[src/rtl/muldiv_pkg.sv]
// Shared types for the multiply/divide unit.
// Op encodings follow the extended ALUControl codes.
package muldiv_pkg;

    typedef enum logic [3:0] {
        OP_MULT  = 4'h0,
        OP_MULTU = 4'h1,
        OP_MADD  = 4'h2,
        OP_MADDU = 4'h3,
        OP_MSUB  = 4'h4,
        OP_MSUBU = 4'h5,
        OP_DIV   = 4'h6,
        OP_DIVU  = 4'h7,
        OP_MTHI  = 4'h8,
        OP_MTLO  = 4'h9
    } op_t;

    typedef enum logic [1:0] {
        IDLE,
        MUL,
        DIV,
        FIX
    } state_t;

    localparam int DEF_WIDTH  = 32;
    localparam int DIV_CYCLES = DEF_WIDTH + 1;

    function automatic int divCycles(input int w);
        return w + 1;
    endfunction

    function automatic logic isMulOp(input op_t op);
        return op inside {OP_MULT, OP_MULTU, OP_MADD,
                          OP_MADDU, OP_MSUB, OP_MSUBU};
    endfunction

    function automatic logic isDivOp(input op_t op);
        return op inside {OP_DIV, OP_DIVU};
    endfunction

    function automatic logic isSignedOp(input op_t op);
        return op inside {OP_MULT, OP_MADD, OP_MSUB, OP_DIV};
    endfunction

    function automatic logic isAccOp(input op_t op);
        return op inside {OP_MADD, OP_MADDU, OP_MSUB, OP_MSUBU};
    endfunction

    function automatic logic isSubOp(input op_t op);
        return op inside {OP_MSUB, OP_MSUBU};
    endfunction

endpackage

[src/rtl/muldiv_div_iter.sv]
// Restoring radix-2 divider on unsigned magnitudes.
// One quotient bit per step; sign handling lives in the parent.
module muldiv_div_iter #(
    parameter int WIDTH = 32
) (
    input  logic             clk,
    input  logic             rstN,
    input  logic             load,
    input  logic             step,
    input  logic [WIDTH-1:0] dividend,
    input  logic [WIDTH-1:0] divisor,
    output logic [WIDTH-1:0] quotient,
    output logic [WIDTH-1:0] remainder,
    output logic             lastStep
);

    localparam int CntW = $clog2(WIDTH) + 1;
    localparam logic [CntW-1:0] LastCnt = CntW'(WIDTH - 1);

    logic [WIDTH-1:0] quo;
    logic [WIDTH-1:0] rem;
    logic [WIDTH-1:0] dvs;
    logic [CntW-1:0]  cnt;
    logic [WIDTH:0]   shifted;
    logic [WIDTH:0]   trial;

    // Trial subtraction of the divisor from the shifted partial remainder
    always_comb begin
        shifted = {rem, quo[WIDTH-1]};
        trial   = shifted - {1'b0, dvs};
    end

    // Load magnitudes, then shift in one quotient bit per step
    always_ff @(posedge clk or negedge rstN) begin
        if (!rstN) begin
            quo <= '0;
            rem <= '0;
            dvs <= '0;
            cnt <= '0;
        end else if (load) begin
            quo <= dividend;
            rem <= '0;
            dvs <= divisor;
            cnt <= '0;
        end else if (step) begin
            if (!trial[WIDTH]) begin
                rem <= trial[WIDTH-1:0];
                quo <= {quo[WIDTH-2:0], 1'b1};
            end else begin
                rem <= shifted[WIDTH-1:0];
                quo <= {quo[WIDTH-2:0], 1'b0};
            end
            cnt <= cnt + 1'b1;
        end
    end

    assign quotient  = quo;
    assign remainder = rem;
    assign lastStep  = (cnt == LastCnt);

endmodule

[src/rtl/muldiv_unit.sv]
// Multi-cycle multiply/divide unit owning the HI/LO pair.
// Busy/Done handshake toward hazard detection, Flush from MEM.
module muldiv_unit
    import muldiv_pkg::*;
#(
    parameter int WIDTH       = 32,
    parameter int MUL_LATENCY = 2
) (
    input  logic             Clk,
    input  logic             Reset,
    input  logic             Start,
    input  op_t              Op,
    input  logic [WIDTH-1:0] OpA,
    input  logic [WIDTH-1:0] OpB,
    input  logic             Flush,
    output logic             Busy,
    output logic             Done,
    output logic [WIDTH-1:0] Hi,
    output logic [WIDTH-1:0] Lo
);

    localparam int MulCntW = $clog2(MUL_LATENCY + 1);
    localparam logic [MulCntW-1:0] MulLast = MulCntW'(MUL_LATENCY - 1);
    localparam logic [WIDTH-1:0] MinVal = {1'b1, {(WIDTH-1){1'b0}}};

    state_t               state;
    op_t                  opReg;
    logic [WIDTH-1:0]     aReg;
    logic [WIDTH-1:0]     bReg;
    logic [2*WIDTH-1:0]   mulA;
    logic [2*WIDTH-1:0]   mulB;
    logic [2*WIDTH-1:0]   prodComb;
    logic [2*WIDTH-1:0]   prodOut;
    logic [2*WIDTH-1:0]   accBase;
    logic [2*WIDTH-1:0]   mulRes;
    logic [MulCntW-1:0]   mulCnt;

    logic                 accept;
    logic                 opSigned;
    logic [WIDTH-1:0]     aMag;
    logic [WIDTH-1:0]     bMag;
    logic [2*WIDTH-1:0]   aExt;
    logic [2*WIDTH-1:0]   bExt;

    logic                 divLoad;
    logic                 divStep;
    logic                 divLast;
    logic [WIDTH-1:0]     qMag;
    logic [WIDTH-1:0]     rMag;

    logic                 fixSigned;
    logic                 negQ;
    logic                 negR;
    logic [WIDTH-1:0]     fixHi;
    logic [WIDTH-1:0]     fixLo;

    // Accept decode and operand conditioning for both datapaths
    always_comb begin
        accept   = (state == IDLE) && Start && !Flush;
        opSigned = isSignedOp(Op);
        aMag     = (opSigned && OpA[WIDTH-1]) ? (~OpA + 1'b1) : OpA;
        bMag     = (opSigned && OpB[WIDTH-1]) ? (~OpB + 1'b1) : OpB;
        aExt     = opSigned ? {{WIDTH{OpA[WIDTH-1]}}, OpA}
                            : {{WIDTH{1'b0}}, OpA};
        bExt     = opSigned ? {{WIDTH{OpB[WIDTH-1]}}, OpB}
                            : {{WIDTH{1'b0}}, OpB};
        divLoad  = accept && isDivOp(Op);
        divStep  = (state == DIV) && !Flush;
    end

    muldiv_div_iter #(
        .WIDTH(WIDTH)
    ) divCore (
        .clk      (Clk),
        .rstN     (Reset),
        .load     (divLoad),
        .step     (divStep),
        .dividend (aMag),
        .divisor  (bMag),
        .quotient (qMag),
        .remainder(rMag),
        .lastStep (divLast)
    );

    // Single multiplier; low 2W bits of the extended product
    assign prodComb = mulA * mulB;

    if (MUL_LATENCY == 1) begin : gNoPipe
        assign prodOut = prodComb;
    end else begin : gPipe
        logic [2*WIDTH-1:0] stage [MUL_LATENCY-1];

        // Product pipeline; only one op is ever in flight
        always_ff @(posedge Clk or negedge Reset) begin
            if (!Reset) begin
                for (int i = 0; i < MUL_LATENCY - 1; i++) begin
                    stage[i] <= '0;
                end
            end else begin
                stage[0] <= prodComb;
                for (int i = 1; i < MUL_LATENCY - 1; i++) begin
                    stage[i] <= stage[i-1];
                end
            end
        end

        assign prodOut = stage[MUL_LATENCY-2];
    end

    // Accumulate against HI/LO as they stand at completion
    always_comb begin
        accBase = isAccOp(opReg) ? {Hi, Lo} : '0;
        mulRes  = isSubOp(opReg) ? (accBase - prodOut)
                                 : (accBase + prodOut);
    end

    // Sign fix-up and divide special cases
    always_comb begin
        fixSigned = isSignedOp(opReg);
        negQ      = fixSigned && (aReg[WIDTH-1] ^ bReg[WIDTH-1]);
        negR      = fixSigned && aReg[WIDTH-1];
        fixLo     = negQ ? (~qMag + 1'b1) : qMag;
        fixHi     = negR ? (~rMag + 1'b1) : rMag;
        if (bReg == '0) begin
            fixLo = '1;
            fixHi = aReg;
        end else if (fixSigned && aReg == MinVal && bReg == '1) begin
            fixLo = MinVal;
            fixHi = '0;
        end
    end

    // Control FSM with registered HI/LO, Busy and Done
    always_ff @(posedge Clk or negedge Reset) begin
        if (!Reset) begin
            state  <= IDLE;
            opReg  <= OP_MULT;
            aReg   <= '0;
            bReg   <= '0;
            mulA   <= '0;
            mulB   <= '0;
            mulCnt <= '0;
            Busy   <= 1'b0;
            Done   <= 1'b0;
            Hi     <= '0;
            Lo     <= '0;
        end else begin
            Done <= 1'b0;
            if (Flush) begin
                state <= IDLE;
                Busy  <= 1'b0;
            end else begin
                unique case (state)
                    IDLE: begin
                        if (accept) begin
                            opReg  <= Op;
                            aReg   <= OpA;
                            bReg   <= OpB;
                            mulA   <= aExt;
                            mulB   <= bExt;
                            mulCnt <= '0;
                            if (isMulOp(Op)) begin
                                state <= MUL;
                                Busy  <= 1'b1;
                            end else if (isDivOp(Op)) begin
                                state <= DIV;
                                Busy  <= 1'b1;
                            end else if (Op == OP_MTHI) begin
                                Hi   <= OpA;
                                Done <= 1'b1;
                            end else if (Op == OP_MTLO) begin
                                Lo   <= OpA;
                                Done <= 1'b1;
                            end
                        end
                    end
                    MUL: begin
                        if (mulCnt == MulLast) begin
                            {Hi, Lo} <= mulRes;
                            state    <= IDLE;
                            Busy     <= 1'b0;
                            Done     <= 1'b1;
                        end else begin
                            mulCnt <= mulCnt + 1'b1;
                        end
                    end
                    DIV: begin
                        if (divLast) begin
                            state <= FIX;
                        end
                    end
                    FIX: begin
                        Hi    <= fixHi;
                        Lo    <= fixLo;
                        state <= IDLE;
                        Busy  <= 1'b0;
                        Done  <= 1'b1;
                    end
                    default: begin
                        state <= IDLE;
                        Busy  <= 1'b0;
                    end
                endcase
            end
        end
    end

endmodule

[config.mk]
export PLATFORM = sky130hd
export DESIGN_NAME = muldiv_unit
export DESIGN_NICKNAME = d
export VERILOG_FILES = /design/src/rtl/muldiv_pkg.sv /design/src/rtl/muldiv_div_iter.sv /design/src/rtl/muldiv_unit.sv
export SDC_FILE = /design/constraint.sdc
export NUM_CORES = 2
export LEC_CHECK = 0
export BUFFER_PORTS_ARGS = -buffer_cell sky130_fd_sc_hd__buf_2
export CAP_MARGIN = 5
export CELL_PAD_IN_SITES_DETAIL_PLACEMENT = 1
export CELL_PAD_IN_SITES_GLOBAL_PLACEMENT = 2
export CORE_UTILIZATION = 40
export DETAILED_ROUTE_END_ITERATION = 6
export PLACE_DENSITY = 0.78
export SYNTH_ARGS = -nofsm -noshare
export SYNTH_HDL_FRONTEND = slang
export SYNTH_SLANG_ARGS = --single-unit
[constraint.sdc]
create_clock -name Clk -period 9.4 [get_ports Clk]
set_input_delay 1.41 -clock Clk [delete_from_list [all_inputs] [get_ports Clk]]
set_output_delay 1.41 -clock Clk [all_outputs]
set_load 0.02 [all_outputs]
Yosys cells after proc, flatten, opt, wreduce, memory -nomap -nowiden. Cells that the tools add are included.

$add $sub $neg: 9. Multiply operators: 1. Equal/unequal tests: 33. Mux-type cells: 57. Bitwise operators: 6. Reduce and logical (&&, ||, !) cells: 31.

Operators by type and width (count): 2-to-1 mux 32 bit (24); 2-to-1 mux 64 bit (4); one-hot mux 32 bit (3 select lines) (2); adder 32 x 1 -> 32 bit, second input constant (4); inverter 32 bit (4); adder 64 bit (1); equality test 32 bit, second input constant (2); multiplier 64 x 64 -> 64 bit (1); subtractor 64 bit (1); subtractor 33 x 32 -> 33 bit (1); logical NOT 32 bit (1); equality test 4 x 3 -> 1 bit, second input constant (7); equality test 4 x 2 -> 1 bit, second input constant (4); 2-to-1 mux 2 bit (8); nonzero test 4 bit (4); 2-to-1 mux 1 bit (13); 2-to-1 mux 6 bit (2); inequality test 2 bit, second input constant (6); AND reduction 4 bit (3); logical AND 1 bit (10); equality test 4 bit, second input constant (2); logical NOT 4 bit (2); one-hot mux 2 bit (4 select lines) (1); AND reduction 8 bit (1); other kinds (21) (29).

Flip-flop bits (word level): 432. Input bits: 72. Logic and storage cells: 153.

Logic depth before layout (Yosys ltp).
Depth after elaboration: 8. Mapped depth: 35. Mapped depth without buffers: 33.

Cells and area by module. From an unflattened synthesis, not the netlist that was laid out.

Cell total of the unflattened synthesis: 7907. Area total of the unflattened synthesis: 70594.0 sq um.

Modules (own cells, without submodules): muldiv_unit (instances 1, cells each 7181, area an instance 64261.6 sq um, sequential area each 5104.9 sq um); muldiv_div_iter (instances 1, cells each 726, area an instance 6332.3 sq um, sequential area each 2552.4 sq um).

Least setup slack after synthesis. OpenSTA, ideal clock, no wires.

Kind: register to register. From: register bReg[1] (netlist name). To: register gPipe.stage[62] (netlist name). Library setup time: 0.128 ns. Arrival time: 8.541 ns. Setup slack: 0.731 ns. Cell stages (with the launch flop): 34. Buffers on the path: 3. Clock period less this slack: 8.669 ns. Cell sequence: dfrtp_1 > clkbuf_1 > clkbuf_1 > nand2_1 > fa_1 > inv_1 > fa_1 > fa_1 > fa_1 > fa_1 > inv_1 > fa_1 > inv_1 > fa_1 > inv_1 > fa_1 > inv_1 > fa_1 > inv_1 > fa_1 > inv_1 > ha_1 > clkbuf_1 > nand2_1 > o21ai_0 > a21oi_1 > o21ai_0 > a21oi_1 > o31ai_1 > nand3_1 > a22o_1 > o31ai_1 > a311oi_1 > xnor2_1.

RTL lines: end signal: indexed assignment (RTL line muldiv_unit.sv:102) `stage[i] <= stage[i-1];`; end: declaration (RTL line muldiv_unit.sv:91) `logic [2*WIDTH-1:0] stage [MUL_LATENCY-1];`.

==> impl_metrics.csv <==
group,metric,value,unit
routing,vias,54769,
timing,finalSetupViolCount,0,
routing,highest_layer,"met5",
critical_path,critical_path.reg2reg.startpoint,"aReg[23]$_DFFE_PN0P_",
yosys,synthesis.nets,9706,
timing,worst_slew_pin_slew,1.24,ns
yosys,syn_area,0.0700,mm2
placed_design,place_hpwl,221000,um
clocking,clk_pin_slew,0.06,ns
routing,wire_per_inst,25.8,um
floorplanning,io_pins,138,
critical_path,start_kind,"flip-flop",
routing,vias_per_cell,5.41,
yosys,synth_top_flop_cell,"dfrtp_1",
worst_hold_path,min_to,"divCore.dvs[27]$_DFFE_PN0P_",
floorplanning,start_util,40.3,%
global_routing,first_global_vias,61270,
finish,area_growth,7.73,%
clocking,insertion_delay,0.63,ns
clocking,clk_path_buf_depth,3,
critical_path,crit_path_max_incr_delay,0.55,ns
yosys,yosys_warnings,0,
finish,mostFrequentLayoutCells,"inv_1 (1584), fa_1 (1437), nand2_1 (970)",
critical_path,arrival,9.61,ns
timing,final_critical_path_setup_slack,0.258,ns
routing,dr.first_iter.drc_count,3483,
placed_design,gp_congestion,0.963,
floorplanning,die_w,420,um
job,max_cap_viol_count,0,
critical_path,criticalPathCategory,"flip-flop to flip-flop",
yosys,synth_cell_types,90,
routing,ant_nets,0,
timing,clock.fmax,109,MHz
routing,dr_wl_met3,12500,um
clocking,cts_tree,"done",
finish,drive_gt1_share,6.43,%
routing,dr.pass1.iters,6,
finish,layout_commonest_cell,"inv_1",
routing,drc,0,
finish,utilization,43.4,%
global_routing,grt_pass1_wl,397000,um
yosys,synth_seq_cells,306,
worst_hold_path,whs_path_depth,2,
clocking,cts_root_buf,"clkbuf_16",
critical_path,cp_num_cells,29,
critical_path,worst_setup_path_end_kind,"flip-flop",
global_routing,track_usage,30.3,%
clocking,holdBufCountCts,0,
clocking,cts-htree-levels,2,
routing,met1_length,111000,um
timing,hold_viol,0,
yosys,syn_inst,7795,
yosys,ys_seq_area_share,10.9,%
placed_design,io_buffer_count,137,
yosys,ys_async_sr_fraction,100,%
clocking,cts_buffers,41,
placed_design,dp_slack,-0.0684,ns
worst_hold_path,holdCritPathClass,"flip-flop to flip-flop",
floorplanning,rows,153,
global_routing,grt_antenna_before_repair,10,
timing,skew,0.0435,ns
critical_path,path_delay_family,"adder cells",
critical_path,crit_top_cell,"fa_1",
worst_hold_path,min_from,"divCore.dvs[27]$_DFFE_PN0P_",
critical_path,reg2reg_to,"gPipe.stage[61]$_DFF_PN0_",
timing,rsz0062_at_grt,"yes",
routing,wl_met2,127000,um
timing,slew_headroom,16.3,%
timing,post-route-period-util,97.3,%
critical_path,cp.buffers_inverters,8,
finish,fin_nets,9672,
floorplanning,dieArea,0.177,mm2
floorplanning,coreArea,0.174,mm2
critical_path,crit_required,9.87,ns
critical_path,r2r_cells,29,
critical_path,reg2reg_slack,0.26,ns
timing,finalWorstPathRequiredPeriod,9.14,ns
clocking,cts_sinks,306,
routing,drt_wl_total,261000,um
critical_path,cp_slowest_cell,"dfrtp_1",
floorplanning,die_y,420,um
global_routing,grt.overflow.total,0,
timing,drv_slew,0,
critical_path,critical_path_peak_fanout,13,
global_routing,grt_max_degree,147,
yosys,postSynthAreaPerCell,8.98,um2
run_status,status,"complete, no violations",
yosys,synth_edf_count,0,
-- worst register-to-register path, delay by kind of cell, from the launching register on --
kind / cells / cell delay (ns)
compound gates: 4 / 0.92
xor+xnor: 1 / 0.15
fa+ha+maj: 11 / 5.39
buf+inv: 8 / 0.70
flops: 1 / 0.55
simple gates: 5 / 1.25
-- worst max-delay path by stage --
stage / start / end / slack, ns
floorplan: bReg[1]$_DFFE_PN0P_ / gPipe.stage[62]$_DFF_PN0_ / 0.73
global placement: aReg[29]$_DFFE_PN0P_ / gPipe.stage[61]$_DFF_PN0_ / 0.09
detailed placement: aReg[24]$_DFFE_PN0P_ / gPipe.stage[63]$_DFF_PN0_ / -0.07
CTS: mulA[31]$_DFFE_PN0P_ / gPipe.stage[61]$_DFF_PN0_ / 0.02
global route: mulA[62]$_DFFE_PN0P_ / gPipe.stage[62]$_DFF_PN0_ / -0.02
finish: aReg[23]$_DFFE_PN0P_ / gPipe.stage[61]$_DFF_PN0_ / 0.26
-- through the flow --
step           hold slack, ns  area [um2]  setup TNS, ns  instances
2_1_floorplan           0.446       70000              0       7795
3_3_place_gp            0.463       73900              0      10041
3_5_place_dp            0.470       73900         -0.132      10042
4_1_cts                 0.483       75300              0      10115
5_1_grt                 0.505       75400        -0.0389      10116
6_report                0.475       75400              0      10118
-- cells by family after synthesis --
family,synth area share (%)
simple gates,15.6
buf+inv,10.9
fa+ha+maj,48.3
compound gates,9.10
xor+xnor,4.68
flops,10.9
mux,0.509
-- final cells by class --
type	instances	area, um2
clock buffer	51	1140
inverter	1585	5950
antenna	2	5.00
tap	2325	2910
multi-input combinational	5478	54900
timing repair buffer	349	2580
fill	20291	98400
clock inverter	22	298
sequential	306	7680
-- state kept, by name, indices dropped and copies added (netlist names) --
name	count
Busy	1
Done	1
Hi	32
Lo	32
aReg	31
bReg	31
divCore.cnt	6
divCore.dvs	32
divCore.quotient	32
divCore.remainder	32
gPipe.stage	64
mulA	2
mulB	2
mulCnt	2
opReg	4
state	2
-- synthesized netlist by cell type (22+ instances only) --
master	instances	area share, %
nand4_1	33	0.29
ha_1	401	7.2
o21bai_1	31	0.33
and3_1	22	0.20
o211ai_1	40	0.43
nand2b_1	23	0.21
a21o_1	91	0.98
nor2_1	221	1.2
xnor2_1	225	2.8
nand2_1	972	5.2
clkbuf_1	405	2.2
fa_1	1438	41
xor2_1	149	1.9
o31ai_1	43	0.46
nor2b_1	27	0.24
nand3_1	53	0.38
a22oi_1	26	0.28
and2_1	671	6.0
nor3_1	59	0.42
a21oi_1	253	1.8
o21ai_0	295	2.1
a31oi_1	58	0.52
inv_1	1584	8.5
dfrtp_1	306	11
a211oi_1	22	0.24
nor4_1	33	0.29
mux2i_1	30	0.43
-- layer usage --
layer	track usage, %	vias up
li1	-	23726
met1	39.9	29233
met2	51.7	1426
met3	3.03	374
met4	11.0	10
met5	0	-
-- repair_timing --
item                                    CTS  global route
resized for setup                         4            28
buffers inserted                          0             1
pin swaps                                 0             1
hold endpoints to repair                  0             0
endpoints found under the setup margin    4            10
Power is left out: the tool's default activity adds up to more than one toggle a clock period on the data nets, which glitch-free logic cannot reach.
